File: src/rtl/pass_ctrl.sv
// pass_ctrl: keypad-side password sequencer. Buffers BCD digits, checks them
// against the stored password, emits one right/error pulse per attempt,
// enforces a timed lockout after repeated failures and handles password change.
module pass_ctrl #(
  parameter int                  DIGITS       = 4,
  parameter logic [4*DIGITS-1:0] DEFAULT_PASS = 16'h1234,
  parameter int                  MAX_FAIL     = 3,
  parameter int                  LOCKOUT_CYC  = 50_000_000,
  parameter int                  TIMEOUT_CYC  = 250_000_000
) (
  input  logic       clk,
  input  logic       rst,
  input  logic       key_valid,
  input  logic [3:0] key_code,
  output logic       right,
  output logic       error,
  output logic       chg_done,
  output logic       locked_out,
  output logic [3:0] entry_cnt,
  output logic [2:0] state
);
  localparam int BW = 4*DIGITS;
  localparam int LW = $clog2(LOCKOUT_CYC);
  localparam int TW = $clog2(TIMEOUT_CYC);

  localparam logic [3:0]    KEY_ENTER = 4'hA;
  localparam logic [3:0]    KEY_CLEAR = 4'hB;
  localparam logic [3:0]    KEY_CHG   = 4'hC;
  localparam logic [3:0]    FULL_CNT  = 4'(DIGITS);
  localparam logic [2:0]    FAIL_MAX  = 3'(MAX_FAIL);
  localparam logic [LW-1:0] LOCK_LOAD = LW'(LOCKOUT_CYC - 1);
  localparam logic [TW-1:0] TO_LAST   = TW'(TIMEOUT_CYC - 1);

  typedef enum logic [2:0] {
    S_IDLE  = 3'd0,
    S_ENTRY = 3'd1,
    S_CHECK = 3'd2,
    S_NEW   = 3'd3,
    S_LOCK  = 3'd4
  } state_t;

  state_t        r_state,    w_state;
  logic [BW-1:0] r_buf,      w_buf;
  logic [BW-1:0] r_pass,     w_pass;
  logic [BW-1:0] w_shift;
  logic [3:0]    r_cnt,      w_cnt;
  logic [2:0]    r_fail,     w_fail;
  logic          r_chg_req,  w_chg_req;
  logic [LW-1:0] r_lock_cnt, w_lock_cnt;
  logic [TW-1:0] r_to_cnt,   w_to_cnt;
  logic          r_right,    w_right;
  logic          r_error,    w_error;
  logic          r_chg_done, w_chg_done;
  logic          r_locked;

  logic w_digit, w_enter, w_clear, w_chg, w_full, w_match, w_expire, w_in_entry;
  logic [2:0] w_fail_inc;

  assign w_digit    = key_valid && (key_code <= 4'd9);
  assign w_enter    = key_valid && (key_code == KEY_ENTER);
  assign w_clear    = key_valid && (key_code == KEY_CLEAR);
  assign w_chg      = key_valid && (key_code == KEY_CHG);
  assign w_full     = (r_cnt == FULL_CNT);
  assign w_match    = w_full && (r_buf == r_pass);
  assign w_fail_inc = r_fail + 3'd1;
  assign w_in_entry = (r_state == S_ENTRY) || (r_state == S_NEW);
  // a key in the expiry cycle wins over the timeout
  assign w_expire   = !key_valid && (r_to_cnt == TO_LAST);

  // entry buffer with the new digit shifted into the low nibble
  always_comb begin
    w_shift      = r_buf << 4;
    w_shift[3:0] = key_code;
  end

  // next-state and datapath decode
  always_comb begin
    w_state    = r_state;
    w_buf      = r_buf;
    w_cnt      = r_cnt;
    w_pass     = r_pass;
    w_fail     = r_fail;
    w_chg_req  = r_chg_req;
    w_lock_cnt = r_lock_cnt;
    w_right    = 1'b0;
    w_error    = 1'b0;
    w_chg_done = 1'b0;
    case (r_state)
      S_IDLE: begin
        if (w_digit) begin
          w_buf      = '0;
          w_buf[3:0] = key_code;
          w_cnt      = 4'd1;
          w_state    = S_ENTRY;
        end else if (w_chg) begin
          w_chg_req = 1'b1;
          w_buf     = '0;
          w_cnt     = 4'd0;
          w_state   = S_ENTRY;
        end
      end
      S_ENTRY, S_NEW: begin
        if (w_digit) begin
          // digits past a full buffer are dropped
          if (!w_full) begin
            w_buf = w_shift;
            w_cnt = r_cnt + 4'd1;
          end
        end else if (w_enter) begin
          if (r_state == S_ENTRY) begin
            w_state = S_CHECK;
          end else begin
            if (w_full) begin
              w_pass     = r_buf;
              w_chg_done = 1'b1;
            end else begin
              w_error = 1'b1;
            end
            w_buf   = '0;
            w_cnt   = 4'd0;
            w_state = S_IDLE;
          end
        end else if (w_clear || w_expire) begin
          w_buf     = '0;
          w_cnt     = 4'd0;
          w_chg_req = 1'b0;
          w_state   = S_IDLE;
        end
      end
      S_CHECK: begin
        w_buf     = '0;
        w_cnt     = 4'd0;
        w_chg_req = 1'b0;
        if (w_match) begin
          w_fail  = 3'd0;
          w_right = !r_chg_req;
          w_state = r_chg_req ? S_NEW : S_IDLE;
        end else begin
          w_error = 1'b1;
          if (w_fail_inc == FAIL_MAX) begin
            w_fail     = 3'd0;
            w_lock_cnt = LOCK_LOAD;
            w_state    = S_LOCK;
          end else begin
            w_fail  = w_fail_inc;
            w_state = S_IDLE;
          end
        end
      end
      S_LOCK: begin
        if (r_lock_cnt == '0) w_state    = S_IDLE;
        else                  w_lock_cnt = r_lock_cnt - LW'(1);
      end
      default: begin
        w_buf   = '0;
        w_cnt   = 4'd0;
        w_state = S_IDLE;
      end
    endcase
  end

  // inactivity counter restarts on any key and on every state change
  assign w_to_cnt = (key_valid || (w_state != r_state) || !w_in_entry) ? '0
                                                                       : r_to_cnt + TW'(1);

  // state register
  always_ff @(posedge clk or negedge rst) begin
    if (!rst) r_state <= S_IDLE;
    else      r_state <= w_state;
  end

  // datapath, counters and registered outputs
  always_ff @(posedge clk or negedge rst) begin
    if (!rst) begin
      r_buf      <= '0;
      r_cnt      <= 4'd0;
      r_pass     <= DEFAULT_PASS;
      r_fail     <= 3'd0;
      r_chg_req  <= 1'b0;
      r_lock_cnt <= '0;
      r_to_cnt   <= '0;
      r_right    <= 1'b0;
      r_error    <= 1'b0;
      r_chg_done <= 1'b0;
      r_locked   <= 1'b0;
    end else begin
      r_buf      <= w_buf;
      r_cnt      <= w_cnt;
      r_pass     <= w_pass;
      r_fail     <= w_fail;
      r_chg_req  <= w_chg_req;
      r_lock_cnt <= w_lock_cnt;
      r_to_cnt   <= w_to_cnt;
      r_right    <= w_right;
      r_error    <= w_error;
      r_chg_done <= w_chg_done;
      r_locked   <= (w_state == S_LOCK);
    end
  end

  assign right      = r_right;
  assign error      = r_error;
  assign chg_done   = r_chg_done;
  assign locked_out = r_locked;
  assign entry_cnt  = r_cnt;
  assign state      = r_state;

endmodule
File: config.mk
export PLATFORM = sky130hd
export DESIGN_NAME = pass_ctrl
export DESIGN_NICKNAME = d
export VERILOG_FILES = /design/src/rtl/pass_ctrl.sv
export SDC_FILE = /design/constraint.sdc
export NUM_CORES = 1
export LEC_CHECK = 0
export BUFFER_PORTS_ARGS = -buffer_cell sky130_fd_sc_hd__buf_2
export CAP_MARGIN = 20
export CORE_MARGIN = 1.5
export CORE_UTILIZATION = 56
export DETAILED_ROUTE_END_ITERATION = 8
export GPL_TIMING_DRIVEN = 0
export PLACE_DENSITY = 0.85
export SYNTH_ARGS = -nofsm -noshare
export SYNTH_HDL_FRONTEND = slang
export SYNTH_SLANG_ARGS = --single-unit
File: constraint.sdc
create_clock -name clk -period 2.6 [get_ports clk]
set_clock_uncertainty 0.2 [all_clocks]
set_input_delay 0.52 -clock clk [delete_from_list [all_inputs] [get_ports clk]]
set_output_delay 0.52 -clock clk [all_outputs]
set_load 0.01 [all_outputs]
==> results of run 1 <==
-- metal layers --
| layer | share of wire | vias up | wire [um] |
|---|---|---|---|
| met2 | 0.49 | 133 | 6040 |
| met5 | 0 | - | 0 |
| met1 | 0.44 | 2187 | 5400 |
| li1 | - | 2043 | - |
| met4 | 0.021 | 0 | 264 |
| met3 | 0.049 | 29 | 606 |
-- stage by stage --
step                 util  cells  power (uW)  area [um^2]  hold WS (ps)
floorplan               -    522        2600         5350          24.4
global placement    0.605    666        2850         5590           268
detailed placement  0.608    667        2890         5620           276
CTS                 0.656    700        4020         6060           293
global route        0.680    716        4360         6280           307
finish              0.680    716        4150         6280           296
-- cells in the final DEF, fill, tap and decap left out, types with 6 or more instances in the layout --
| master | instances |
|---|---|
| dfrtp_1 | 95 |
| nand2_1 | 36 |
| buf_4 | 36 |
| xnor2_1 | 34 |
| inv_1 | 26 |
| nor2_1 | 26 |
| nand3_1 | 24 |
| mux2_2 | 20 |
| buf_2 | 17 |
| a211oi_1 | 17 |
| nor3_1 | 14 |
| mux2i_1 | 13 |
| nand4_1 | 12 |
| a21oi_1 | 12 |
| o21ai_0 | 12 |
| xor2_1 | 11 |
| or3_1 | 11 |
| o31ai_1 | 10 |
| clkbuf_1 | 9 |
| clkbuf_8 | 9 |
| nor4_1 | 8 |
| o211ai_1 | 7 |
| and3_1 | 6 |
| and4_1 | 6 |
| or4_1 | 6 |
-- worst max-delay path by stage --
stage,slack [ps],end
3_5_place_dp,-370,r_lock_cnt[23]
3_3_place_gp,-350,r_lock_cnt[25]
2_1_floorplan,-20,r_lock_cnt[14]
5_1_grt,-110,r_lock_cnt[14]
4_1_cts,-50,r_lock_cnt[14]
6_report,-40,r_lock_cnt[14]
-- power breakdown --
part / leakage, uW / switching [uW] / internal (uW)
clock: 0.000105 / 640 / 389
sequential: 0.00137 / 128 / 1680
combinational: 0.00130 / 764 / 550
-- timing repair --
item                                   4_1_cts  5_1_grt
gates cloned                                 0        1
gates resized for setup                     17       28
buffers inserted                            19       15
hold buffers                                 1        0
pin swaps                                    8        9
endpoints found under the hold margin       48        0
setup endpoints to repair                   66       60
-- state kept, by name, indices dropped and copies added, names as in the netlist, 3 cells and up --
| signal | count |
|---|---|
| state | 3 |
| r_buf | 16 |
| r_to_cnt | 28 |
| r_lock_cnt | 26 |
| r_fail | 3 |
| entry_cnt | 4 |
| r_pass | 16 |
-- cell families (layout without fill, tap and decap cells) --
kind of cell	after synthesis	count (layout)	share of synthesized area
AO/OA/AOI/OAI	85	85	0.112
XOR/XNOR	46	46	0.0756
adder cells (fa/ha/maj)	6	6	0.0141
buffers and inverters	49	114	0.0404
flip-flops	101	101	0.475
multiplexers	34	34	0.0685
AND/OR/NAND/NOR	201	201	0.215
-- worst reg2reg max path, delay by kind of cell, from the launching register on --
family,cells,cell delay (ps)
AO/OA/AOI/OAI,1,220
AND/OR/NAND/NOR,4,1290
flip-flops,1,410
adder cells (fa/ha/maj),1,170
buffers and inverters,2,220
-- cell type report --
type / count / area, um^2
Tap cell: 129 / 161
Multi-Input combinational cell: 372 / 2770
Inverter: 28 / 105
Sequential cell: 101 / 2530
Clock inverter: 7 / 86.3
Clock buffer: 9 / 124
Fill cell: 667 / 2960
Buffer: 18 / 108
Timing Repair Buffer: 52 / 392
-- synthesized netlist by cell type (all sizes together) (3+ instances only) --
library cell   n  area [um^2]
a211oi        17          128
a21oi         14         70.1
and2           4         25.0
and3           6         37.5
and4           7         61.3
buf            9         65.1
clkbuf        12         45.0
dfrtp         96         2400
dfstp          5          131
ha             6         75.1
inv           28          105
mux2          20          225
mux2i         14          140
nand2         37          139
nand2b         3         18.8
nand3         25          130
nand3b         3         22.5
nand4         12         75.1
nor2          29          109
nor3          15         80.1
nor4          15          100
o211ai         9         86.3
o21ai         15         75.1
o31ai         10         75.1
or2            5         31.3
or3           15         98.9
or4           15          125
or4b           3         30.0
xnor2         35          307
xor2          11         96.3
==> flow_summary.json, run 1 <==
{
  "status": "finished with violations",
  "violations": "negative setup slack",
  "dieWidth_um": 101,
  "ys.flop_type": "dfrtp_1",
  "max_freq_mhz": 378,
  "drtIter0Drc": 280,
  "cp.depth": 8,
  "die_area_um2": 10100,
  "cts_tree": "built",
  "critPathSlowestCell": "or4_4",
  "ant_nets": 0,
  "grt_use_total": 0.248,
  "layout-drive-gt1-share": 0.259,
  "rr_startpoint": "r_lock_cnt[0]",
  "rows": 35,
  "grt_use_met1": 0.336,
  "use_met3": 0.0520,
  "insertion_delay_ps": 390,
  "pwr_density_cell_nw_per_um2": 661,
  "io_pins": 18,
  "core_area_um2": 9240,
  "maxCapViolCount": 0,
  "slew_violations": 0,
  "syn_area_um2": 5330,
  "dr.pass1.iters": 5,
  "hold_class": "reg2reg",
  "grt_pass1_vias": 4191,
  "required_ps": 2670,
  "path_max_fanout": 5,
  "synth_seq_cells": 101,
  "critical-path-top-delay-family": "simple AND/OR/NAND/NOR gates",
  "hold_path_end": "r_to_cnt[0]",
  "ir_drop_uv": 528,
  "synth_fp_nets": 535,
  "wirelength_um": 12300,
  "grt_overflow": 0,
  "critPathBufInv": 2,
  "place_congestion": 0.845,
  "period_minus_slack_ps": 2640,
  "syn_area_per_cell_um2": 10.2,
  "timing.critical_path.from": "r_lock_cnt[0]",
  "wire_per_inst_um": 17.2,
  "worst_slack_ps": -44.2,
  "r2r_end": "r_lock_cnt[14]",
  "p_leak_uw": 0.00278,
  "synthCells": 522,
  "cpPeakStageDelay_ps": 550,
  "tns_ps": -44.2,
  "rrSetupSlack_ps": -40,
  "synth_edf_count": 0,
  "htreeDepth": 3,
  "die_h_um": 101,
  "cts_buffers": 9,
  "reg2regPathDepth": 8,
  "top_usage_layer": "met2",
  "arrival_ps": 2710,
  "path_cells": "inv_2 > ha_2 > or3b_4 > or4_4 > o211ai_4 > buf_6 > nor3_2 > or3_1",
  "pre_cts_slack_ps": -375,
  "critical_path_class": "reg2reg",
  "layout_worst_path_cycle_share": 1.02,
  "ys_warn_count": 0,
  "setup_viol": 1,
  "whs_path_depth": 1,
  "cp-start-kind": "flop",
  "clockRootBuffer": "clkbuf_8",
  "synthDistinctLibCells": 61,
  "n_antenna_cell": 0,
  "seq_area_frac_synth": 0.475,
  "hold_start": "r_to_cnt[0]",
  "met2_usage": 0.397,
  "worst_pin_slew_ps": 678,
  "hold_viol_final": 0,
  "start_util": 0.577,
  "grt_pass1_wl_um": 19800,
  "area_growth_syn_to_layout_pct": 17.8,
  "vias": 4392,
  "viasPerCell": 6.13,
  "dp_hpwl_um": 7850,
  "worstSetupEndpointType": "flop",
  "path_clk_slew_ps": 120,
  "async_reset_ff_frac": 1.00,
  "grt_max_degree": 52,
  "antenna_found_initial": 0,
  "fin_nets": 595,
  "rsz0062_at_grt": "yes",
  "cts.sinks": 101,
  "io_buffers": 15,
  "drc_errors": 0,
  "max-slew-margin-rel": 0.548,
  "cts_buffer_depth": 2
}
(Power assumes the default switching activity.)
==> inputs of run 2 (changes only) <==
CORE_UTILIZATION = 53   (was 56)
PLACE_DENSITY = 0.81   (was 0.85)
SLEW_MARGIN = 15   (was unset)
==> flow_summary.json, run 2 (same netlist as run 1, synthesis figures left out) <==
{
  "status": "finished with violations",
  "violations": "negative setup slack",
  "worst_pin_slew_ps": 474,
  "rrSetupSlack_ps": -5,
  "path_clk_slew_ps": 100,
  "p_leak_uw": 0.00278,
  "vias": 4355,
  "hold_start": "r_to_cnt[0]",
  "top_register": "r_to_cnt",
  "setup_viol": 1,
  "drc_errors": 0,
  "reg_top3": "r_to_cnt: 28 flops, r_lock_cnt: 26 flops",
  "cts_buffers": 9,
  "die_h_um": 103,
  "cp-start-kind": "flop",
  "grt_pass1_wl_um": 19700,
  "pwr_density_cell_nw_per_um2": 665,
  "drtIter0Drc": 292,
  "area_growth_syn_to_layout_pct": 18.8,
  "critical_path_class": "reg2reg",
  "dieWidth_um": 103,
  "io_pins": 18,
  "grt_pass1_vias": 4191,
  "hold_class": "reg2reg",
  "start_util": 0.546,
  "ir_drop_uv": 408,
  "n_antenna_cell": 0,
  "antenna_found_initial": 0,
  "fin_cells": 717,
  "layout-drive-gt1-share": 0.252,
  "r2r_end": "r_lock_cnt[14]",
  "wire_per_inst_um": 17.3,
  "htreeDepth": 3,
  "dr.pass1.iters": 5,
  "core_area_um2": 9770,
  "cts_buffer_depth": 2,
  "slew_violations": 0,
  "largest_reg_flops": 28,
  "n_fill_cell": 755,
  "grt_max_degree": 68,
  "clockRootBuffer": "clkbuf_8",
  "path_max_fanout": 4,
  "rsz0062_at_grt": "yes",
  "cts.sinks": 101,
  "grt_use_total": 0.238,
  "period_minus_slack_ps": 2600,
  "dp_hpwl_um": 7810,
  "worstSetupEndpointType": "flop",
  "layout_worst_path_cycle_share": 1.00,
  "hold_path_end": "r_to_cnt[0]",
  "insertion_delay_ps": 370,
  "layout_common_cells": "dfrtp_1, nand2_1, xnor2_1",
  "cts_tree": "built",
  "grt_overflow": 0,
  "tns_ps": -4.71,
  "reg2regPathDepth": 8,
  "viasPerCell": 6.07,
  "final_common_cell": "dfrtp_1",
  "required_ps": 2660,
  "placedCellCount": 671,
  "rr_startpoint": "r_lock_cnt[0]",
  "maxCapViolCount": 0,
  "wirelength_um": 12400,
  "worst_slack_ps": -4.71,
  "fin_nets": 592,
  "pre_cts_slack_ps": -392,
  "hold_viol_final": 0,
  "arrival_ps": 2660,
  "ant_nets": 0,
  "die_area_um2": 10700,
  "rows": 36,
  "whs_path_depth": 1,
  "max-slew-margin-rel": 0.684,
  "fin_util": 0.648,
  "place_congestion": 0.859,
  "max_freq_mhz": 384,
  "io_buffers": 15
}
-- run 2: changes by cell type in the layout (fill, tap and decap cells not counted), sizes merged --
cell           delta
bufinv            +1
clkdlybuf4s15     +1
clkinvlp          +2
clkinv            -2
buf               -6
inv               -4
clkbuf            +5
-- run 2: metrics by stage --
step / hold WS (ps) / cell area, um^2 / total power, uW
2_1_floorplan: 24.4 / 5350 / 2600
3_3_place_gp: 267 / 5600 / 2850
3_5_place_dp: 243 / 5630 / 2900
4_1_cts: 291 / 6080 / 3990
5_1_grt: 306 / 6340 / 4430
6_report: 292 / 6340 / 4210
-- run 2: layout make-up --
type                       instances  area, um^2  share of cell area
tap                              133         166              0.0263
clock inverter                     4        50.0             0.00790
multi-input combinational        372        2830               0.447
timing repair buffer              48         397              0.0626
sequential                       101        2530               0.400
inverter                          28         105              0.0166
buffer                            19         116              0.0184
clock buffer                      12         135              0.0213
-- run 2: worst max path at each step --
stage / slack, ps / startpoint / cells past startpoint / to
final: -5 / r_lock_cnt[0] / 8 / r_lock_cnt[14]
after global routing: -100 / r_buf[13] / 6 / r_lock_cnt[19]
after CTS: -50 / r_lock_cnt[5] / 6 / r_lock_cnt[14]
after detailed placement: -390 / r_buf[8] / 6 / r_lock_cnt[22]
after global placement: -320 / r_pass[4] / 6 / r_lock_cnt[17]
after floorplan: -20 / r_lock_cnt[4] / 7 / r_lock_cnt[14]
-- run 2: timing repair --
action | 4_1_cts | 5_1_grt
hold buffers | 1 | 0
cloned | 0 | 2
pin swaps | 10 | 13
endpoints found under the hold margin | 34 | 0
gates resized for setup | 23 | 36
endpoints found under the setup margin | 71 | 53
setup buffers | 21 | 8
-- run 2: where the power goes --
part	switching (uW)	total [uW]	internal, uW
Combinational	804	1420	617
Clock	536	981	445
Sequential	131	1810	1680
Total	1470	4210	2740
-- run 2: layer usage --
layer,up-vias,GRT usage,wire length (um)
li1,2044,-,-
met1,2159,0.327,5390
met2,125,0.374,6140
met3,27,0.0484,582
met4,0,0.0946,260
met5,-,0,0
-- run 2: worst max-delay path, stage by stage, from the launching register on --
cell and delay (ps):
dfrtp_1 400, inv_2 90, ha_4 140, or3b_4 360
or4_4 590, o211ai_4 210, buf_6 150, nor3_2 40
or3_1 310
